--- src/rtl/bit_scan_pkg.sv ---
// Shared types and helpers for the multi-cycle set-bit scanner.
package bit_scan_pkg;

  typedef enum logic [1:0] {
    IDLE = 2'd0,
    SCAN = 2'd1,
    EMIT = 2'd2
  } scan_state_e;

  typedef enum logic {
    DIR_LSB = 1'b0,
    DIR_MSB = 1'b1
  } scan_dir_e;

  // Index width for n items; never collapses to zero bits when n is 1.
  function automatic int pos_width(input int n);
    if (n <= 1) begin
      return 1;
    end else begin
      return $clog2(n);
    end
  endfunction

endpackage

--- src/rtl/chunk_prio_enc.sv ---
// Combinational priority encoder for one CHUNK-wide slice, leading or trailing one.
module chunk_prio_enc
  import bit_scan_pkg::*;
#(
  parameter int CHUNK = 8,
  localparam int OFF_W = pos_width(CHUNK)
) (
  input  logic [CHUNK-1:0] chunk,
  input  logic             dir,
  output logic [OFF_W-1:0] offset,
  output logic             any
);

  // Later loop iterations win, so the loop order selects the priority direction.
  always_comb begin
    offset = '0;
    any    = |chunk;
    if (dir == DIR_MSB) begin
      for (int i = 0; i < CHUNK; i++) begin
        if (chunk[i]) begin
          offset = OFF_W'(i);
        end else begin
          offset = offset;
        end
      end
    end else begin
      for (int i = CHUNK - 1; i >= 0; i--) begin
        if (chunk[i]) begin
          offset = OFF_W'(i);
        end else begin
          offset = offset;
        end
      end
    end
  end

endmodule

--- src/rtl/set_bit_scanner.sv ---
// Multi-cycle set-bit finder: scans CHUNK bits per cycle in either direction and
// reports the first set bit or enumerates every set bit, one beat per handshake.
module set_bit_scanner
  import bit_scan_pkg::*;
#(
  parameter int WIDTH = 32,
  parameter int CHUNK = 8,
  parameter int POS_W = pos_width(WIDTH)
) (
  input  logic             clk,
  input  logic             rst_n,
  input  logic             in_valid,
  output logic             in_ready,
  input  logic [WIDTH-1:0] in_data,
  input  logic             in_msb,
  input  logic             in_all,
  output logic             out_valid,
  input  logic             out_ready,
  output logic [POS_W-1:0] out_pos,
  output logic             out_found,
  output logic             out_last
);

  localparam int NCHUNK = WIDTH / CHUNK;
  localparam int IDX_W  = pos_width(NCHUNK);
  localparam int OFF_W  = pos_width(CHUNK);
  localparam logic [IDX_W-1:0] TOP_IDX = IDX_W'(NCHUNK - 1);
  localparam logic [WIDTH-1:0] ONE     = WIDTH'(1);

  scan_state_e      state_r, state_n;
  scan_dir_e        dir_r, dir_n;
  logic [WIDTH-1:0] shadow_r, shadow_n;
  logic [IDX_W-1:0] idx_r, idx_n;
  logic [POS_W-1:0] pos_r, pos_n;
  logic             all_r, all_n;
  logic             found_r, found_n;
  logic             last_r, last_n;
  logic             valid_r, valid_n;
  logic             ready_r, ready_n;

  logic [CHUNK-1:0] chunk_s;
  logic [OFF_W-1:0] offset_s;
  logic             any_s;
  logic [POS_W-1:0] hit_pos_s;
  logic [WIDTH-1:0] remain_s;
  logic [WIDTH-1:0] clear_s;
  logic             last_chunk_s;

  assign chunk_s      = shadow_r[int'(idx_r) * CHUNK +: CHUNK];
  assign hit_pos_s    = POS_W'(int'(idx_r) * CHUNK) + POS_W'(offset_s);
  // remain_s looks ahead so out_last is known when the beat is first presented.
  assign remain_s     = shadow_r & ~(ONE << hit_pos_s);
  assign clear_s      = shadow_r & ~(ONE << pos_r);
  assign last_chunk_s = (dir_r == DIR_MSB) ? (idx_r == '0) : (idx_r == TOP_IDX);

  chunk_prio_enc #(.CHUNK(CHUNK)) u_enc (
    .chunk  (chunk_s),
    .dir    (dir_r),
    .offset (offset_s),
    .any    (any_s)
  );

  // Next-state and next-output logic for the IDLE/SCAN/EMIT sequence.
  always_comb begin
    state_n  = state_r;
    dir_n    = dir_r;
    shadow_n = shadow_r;
    idx_n    = idx_r;
    pos_n    = pos_r;
    all_n    = all_r;
    found_n  = found_r;
    last_n   = last_r;
    valid_n  = valid_r;
    ready_n  = ready_r;
    case (state_r)
      IDLE: begin
        if (in_valid && ready_r) begin
          shadow_n = in_data;
          dir_n    = in_msb ? DIR_MSB : DIR_LSB;
          all_n    = in_all;
          idx_n    = in_msb ? TOP_IDX : '0;
          ready_n  = 1'b0;
          state_n  = SCAN;
        end else begin
          ready_n  = 1'b1;
        end
      end
      SCAN: begin
        if (any_s) begin
          pos_n   = hit_pos_s;
          found_n = 1'b1;
          last_n  = all_r ? (remain_s == '0) : 1'b1;
          valid_n = 1'b1;
          state_n = EMIT;
        end else if (last_chunk_s) begin
          pos_n   = '0;
          found_n = 1'b0;
          last_n  = 1'b1;
          valid_n = 1'b1;
          state_n = EMIT;
        end else begin
          idx_n   = (dir_r == DIR_MSB) ? (idx_r - IDX_W'(1)) : (idx_r + IDX_W'(1));
        end
      end
      EMIT: begin
        if (out_ready) begin
          valid_n = 1'b0;
          if (!all_r || !found_r || last_r) begin
            ready_n = 1'b1;
            state_n = IDLE;
          end else begin
            shadow_n = clear_s;
            state_n  = SCAN;
          end
        end else begin
          valid_n = 1'b1;
        end
      end
      default: begin
        valid_n = 1'b0;
        ready_n = 1'b1;
        state_n = IDLE;
      end
    endcase
  end

  // State and output registers; reset leaves the block idle and ready.
  always_ff @(posedge clk or negedge rst_n) begin
    if (!rst_n) begin
      state_r  <= IDLE;
      dir_r    <= DIR_LSB;
      shadow_r <= '0;
      idx_r    <= '0;
      pos_r    <= '0;
      all_r    <= 1'b0;
      found_r  <= 1'b0;
      last_r   <= 1'b0;
      valid_r  <= 1'b0;
      ready_r  <= 1'b1;
    end else begin
      state_r  <= state_n;
      dir_r    <= dir_n;
      shadow_r <= shadow_n;
      idx_r    <= idx_n;
      pos_r    <= pos_n;
      all_r    <= all_n;
      found_r  <= found_n;
      last_r   <= last_n;
      valid_r  <= valid_n;
      ready_r  <= ready_n;
    end
  end

  assign in_ready  = ready_r;
  assign out_valid = valid_r;
  assign out_pos   = pos_r;
  assign out_found = found_r;
  assign out_last  = last_r;

endmodule

--- config.mk ---
export PLATFORM = sky130hd
export DESIGN_NAME = set_bit_scanner
export DESIGN_NICKNAME = d
export VERILOG_FILES = /design/src/rtl/bit_scan_pkg.sv /design/src/rtl/chunk_prio_enc.sv /design/src/rtl/set_bit_scanner.sv
export SDC_FILE = /design/constraint.sdc
export NUM_CORES = 1
export LEC_CHECK = 0
export ABC_AREA = 0
export ABC_CLOCK_PERIOD_IN_PS = 6100
export CORE_MARGIN = 3
export CORE_UTILIZATION = 45
export DETAILED_ROUTE_END_ITERATION = 8
export PLACE_DENSITY_LB_ADDON = 0.05
export SYNTH_ARGS = -nofsm -noshare
export SYNTH_HDL_FRONTEND = slang
export SYNTH_SLANG_ARGS = --single-unit
--- constraint.sdc ---
create_clock -name clk -period 6.1 [get_ports clk]
set_input_delay 1.83 -clock clk [delete_from_list [all_inputs] [get_ports clk]]
set_output_delay 1.83 -clock clk [all_outputs]
set_load 0.1 [all_outputs]
# After elaboration in Yosys (flattened, before gate mapping)

Cells that the tools add are included.

Bits in registers: 47
Latch bits: 0
RAM bits: 0
ROM bits: 0
Input port bits: 38
Memories kept: 0

Add/sub/neg operators: 3
Multipliers: 0
Divide/modulo/power cells: 0
Order comparisons: 0
Eq/ne operators: 10
Shifts and indexed selects: 3
Mux-type cells: 48
Bitwise gates (word level): 6
Reductions and logical operators: 19

Operators by type and width:

| operator               | number |
|---|---|
| $mux W32               | 3 |
| $and A32 B32 Y32       | 2 |
| $not A32 Y32           | 2 |
| $pmux W32 S2           | 1 |
| $shl A1 B5 Y32 const A | 2 |
| $mux W3                | 13 |
| $logic_not A32 Y1      | 1 |
| $shiftx A32 B6 Y8      | 1 |
| $mux W2                | 11 |
| $mux W1                | 14 |
| $ne A2 B2 Y1 const B   | 6 |
| $mux W5                | 2 |
| $reduce_and A4 Y1      | 2 |
| $reduce_or A8 Y1       | 1 |
| $pmux W1 S3            | 2 |
| $pmux W2 S3            | 1 |
| $reduce_and A2 Y1      | 3 |
| $reduce_and A3 Y1      | 2 |
| $reduce_bool A2 Y1     | 3 |
| $add A5 B3 Y5          | 1 |
| $eq A2 B2 Y1 const B   | 2 |
| $logic_not A2 Y1       | 2 |
| $pmux W2 S2            | 1 |
| $ne A3 B3 Y1 const B   | 1 |
| 7 further kinds        | 10 |

# Depth between registers and ports, before layout

Depth in word-level cells: 17
Gate-level depth with buffers: 10

# By module

From an unflattened synthesis, not the netlist that was laid out.

Cell total of the unflattened synthesis: 349
Area total of the unflattened synthesis: 3034.2 µm²

By module, submodules not included:

| module          | instances | cells each | area an instance (µm²) | seq. area each (µm²) |
|---|---|---|---|---|
| set_bit_scanner | 1         | 327        | 2904.0                 | 1177.4 |
| chunk_prio_enc  | 1         | 22         | 130.1                  | 0.0 |

# Least setup slack after synthesis

OpenSTA, ideal clock, no wires.

Path kind: in2reg
From: input in_valid
To: register shadow_r[25]
Setup time: 0.083 ns
Data arrival time: 3.085 ns
Data required time: 6.017 ns
Path slack: 2.932 ns
Stages: 7
Buffers on the path: 1
Path through: nand2_1 -> nand2_1 -> nand2_1 -> nor3_1 -> clkbuf_1 -> nand2_1 -> o21ai_0

Cells in the longest elaborated chain, start to end: 3

RTL lines:

| what                        | line                   | text |
|---|---|---|
| from (decl)                 | set_bit_scanner.sv:12  | `input logic in_valid,` |
| $logic_and A1 B1 Y1         | set_bit_scanner.sv:77  | `if (in_valid && ready_r) begin` |
| $ne A2 B2 Y1 (no line)      | n/a                    |  |
| $reduce_and A4 Y1 (no line) | n/a                    |  |
| to (signal assigned)        | set_bit_scanner.sv:143 | `shadow_r <= shadow_n;` |
| to (decl)                   | set_bit_scanner.sv:32  | `logic [WIDTH-1:0] shadow_r, shadow_n;` |

No other way between the ends.
A chain may end at the register's enable or synchronous reset.

# Worst setup path in the final report

From: register idx_r[0]
To: register last_r, in the netlist out_last

Cells in the longest elaborated chain, start to end: 17
Elaborated cells on any way between the ends: 30

RTL lines:

| what                   | line                   | text |
|---|---|---|
| from (decl)            | set_bit_scanner.sv:33  | `logic [IDX_W-1:0] idx_r, idx_n;` |
| from (signal assigned) | set_bit_scanner.sv:144 | `idx_r <= idx_n;` |
| $shiftx A32 B6 Y8      | set_bit_scanner.sv:49  | `assign chunk_s = shadow_r[int'(idx_r) * CHUNK +: CHUNK];` |
| $mux W3 (8 in a row)   | chunk_prio_enc.sv:28   | `if (chunk[i]) begin` |
| $mux W3                | chunk_prio_enc.sv:18   | `if (dir == DIR_MSB) begin` |
| $add A5 B3 Y5          | set_bit_scanner.sv:50  | `assign hit_pos_s = POS_W'(int'(idx_r) * CHUNK) + POS_W'(offset_s);` |
| $shl A1 B5 Y32         | set_bit_scanner.sv:52  | `assign remain_s = shadow_r & ~(ONE << hit_pos_s);` |
| $not A32 Y32           | set_bit_scanner.sv:52  |  |
| $and A32 B32 Y32       | set_bit_scanner.sv:52  |  |
| $logic_not A32 Y1      | set_bit_scanner.sv:92  | `last_n = all_r ? (remain_s == '0) : 1'b1;` |
| $mux W1                | set_bit_scanner.sv:92  |  |
| $mux W1                | set_bit_scanner.sv:89  | `if (any_s) begin` |
| to (signal assigned)   | set_bit_scanner.sv:148 | `last_r <= last_n;` |
| to (decl)              | set_bit_scanner.sv:37  | `logic last_r, last_n;` |

Several ways; a longest one is shown, not always the timed one.

==> flow_summary.toml <==
[sta]
fin_skew_ns = 0.008560
maxSlewHeadroom_pct = 18.73
tightestPinTransition_ns = 1.209
hold_violations = 0
tns_ns = 0
slew_violations = 0
period_share_pct = 65.51
min_period_ns = 3.996
fmax_mhz = 250.3
rsz0062_at_grt = "false"
layout_setup_ws_ns = 2.104
setup_viol = 0

[placed_design]
place_worst_setup_slack_ns = 2.060
gp_congestion = 0.9377
dp_hpwl_um = 6582
port_buffers = 46
dp_cells = 463

[synthesis]
yosys_warnings = 0
synth.avg_cell_area_um2 = 8.578
synth_area_leaders = "dfrtp_1 (38%), o21ai_0 (13%), nand2_1 (6.8%)"
synth_edf_count = 0
synth_flop_cell = "dfrtp_1"
async_flop_share_pct = 100.0
syn_inst = 354
post-synth-top-area-cell = "dfrtp_1"
synth.distinct_cells = 52
synth-seq-area-share_pct = 38.77
synth_area_um2 = 3037
ys_ff_latch = 47
synth_top_area_share_pct = 37.91
syn_nets = 396

[critical_path]
cp-start-kind = "flip-flop"
cp_num_buf_inv = 0
critPathMaxFanout = 17
critPathRequiredTime_ns = 6.29
cp_cell_sequence = "mux4_2, or4_1, o31ai_1, nor4_1, and4_1, a41o_1"
worstPathArrival_ns = 4.19
cp_slowest_cell = "o31ai_1"
crit_family = "compound AO/OA/AOI/OAI gates"
cp_slowest_stage_delay_ns = 1.05
worstSetupEndpointType = "flip-flop"
criticalPathCategory = "reg -> reg"

[hold_path]
hp-class = "reg -> reg"

[die]
core-area_um2 = 6459
die_w_um = 88.15
pin_count = 47
start_util_pct = 47.02
die-area_um2 = 7770
row_count = 29
die_y_um = 88.15

[clock_tree]
htreeDepth = 2
root_buffer = "clkbuf_8"
numCtsBuffers = 5
cts_tree = "done"
clk_latency_ns = 0.31
ctsHoldBuffers = 0
post-cts-setup-buffers = 0
clkTransAtPathRegs_ns = 0.08
cts_resized = 0
cts.sinks = 47
clock_path_buffers = 2

[drt]
dr.first_iter.drc_count = 224
drc = 0
via_per_inst = 6.081
antenna_left = 0
vias = 2864
routed_wl_um = 8777
dr.pass1.iters = 4
post_drt_wl_per_cell_um = 18.63

[global_route]
first_global_vias = 2544
grtUsageTotal_pct = 23.61
grt-ovfl-total = 0
grt_pass1_wl_um = 13880
grt_antenna_before_repair = 0
grt_max_degree = 53

[finish]
instances_no_fill = 471
multi_input_area_um2 = 1755
most-common-layout-cells = "o21ai_0 (78), nand2_1 (55), dfrtp_1 (46), clkdlybuf4s50_1 (45), nor2_1 (26)"
layout.area.seq_um2 = 1177
diodes = 0
fillers = 627
nets = 435
drive_gt1_share_pct = 10.15
syn2layout_area_growth_pct = 20.11
mostFrequentLayoutCell = "o21ai_0"

[run_status]
outcome = "finished clean"

[run]
max_cap_violations = 0
-- per-stage QoR --
step | utilization [%] | area, um^2 | hold WS [ns]
detailed placement | 54.65 | 3530 | 0.5118
floorplan | - | 3037 | 0.5016
global placement | 54.65 | 3530 | 0.5253
finish | 56.47 | 3647 | 0.5501
global route | 56.47 | 3647 | 0.5832
CTS | 56.47 | 3647 | 0.5466
-- cell usage after synthesis (2+ instances only) --
cell type	instances
nor4_1	5
a211oi_1	4
nand2b_1	11
or3_1	4
mux2i_1	3
a2111oi_0	3
a21oi_1	15
nor3_1	4
or2_2	8
nand2_1	55
o211ai_1	3
ha_1	4
o22a_1	2
o21ai_0	78
mux4_1	3
dfrtp_1	46
inv_1	10
a22oi_1	2
nor2_1	26
clkbuf_1	10
or4_1	3
mux2_2	7
buf_2	3
o21ai_2	2
nand3_1	10
a32oi_1	2
mux4_2	5
a221oi_1	2
-- layout make-up --
cell class / instances / share of cell area [%]
Multi-Input combinational cell: 282 / 48.13
Tap cell: 77 / 2.642
Sequential cell: 47 / 32.28
Inverter: 10 / 1.029
Clock inverter: 2 / 0.9605
Timing Repair Buffer: 47 / 12.69
Clock buffer: 6 / 2.264
-- logic make-up after synthesis --
logic type	synth area share (%)
flops	38.77
buf+inv	3.585
simple gates	21.34
mux	9.889
xor+xnor	0.2885
compound gates	24.48
fa+ha+maj	1.648
-- tightest hold or removal path: stages, from the launching register on --
cell and delay, ns:
dfrtp_1 0.39, nand2_1 0.06, nand2_1 0.07
-- worst paths after layout --
| path | startpoint | to | slack (ns) | depth (start not counted) |
|---|---|---|---|---|
| worst max-delay path | idx_r[0]$_DFFE_PN0P_ | out_last$_DFFE_PN0P_ | 2.10 | 6 |
| worst min-delay path | out_found$_DFFE_PN0P_ | out_found$_DFFE_PN0P_ | 0.55 | 2 |
| worst max register to register | idx_r[0]$_DFFE_PN0P_ | out_last$_DFFE_PN0P_ | 2.10 | 6 |
| worst min register to register | out_found$_DFFE_PN0P_ | out_found$_DFFE_PN0P_ | 0.55 | 2 |
| max in group asynchronous | rst_n | dir_r$_DFFE_PN0P_ | 3.73 | 1 |
| min in group asynchronous | rst_n | shadow_r[30]$_DFFE_PN0P_ | 1.70 | 1 |
-- flip-flops by register name, summed over array words and instances, names as in the netlist --
name and cells:
in_ready 1, out_last 1, state_r 2, all_r 1, out_pos 5, out_valid 1
shadow_r 32, idx_r 2, dir_r 1, out_found 1
-- metal layers --
layer	share of wire [%]	GRT usage, %
met3	6.2	3.387
met1	48	36.30
met5	0	0
met2	46	36.03
met4	0.48	3.846
Power is left out: the tool's default activity adds up to more than one toggle a clock period on the data nets, which glitch-free logic cannot reach.
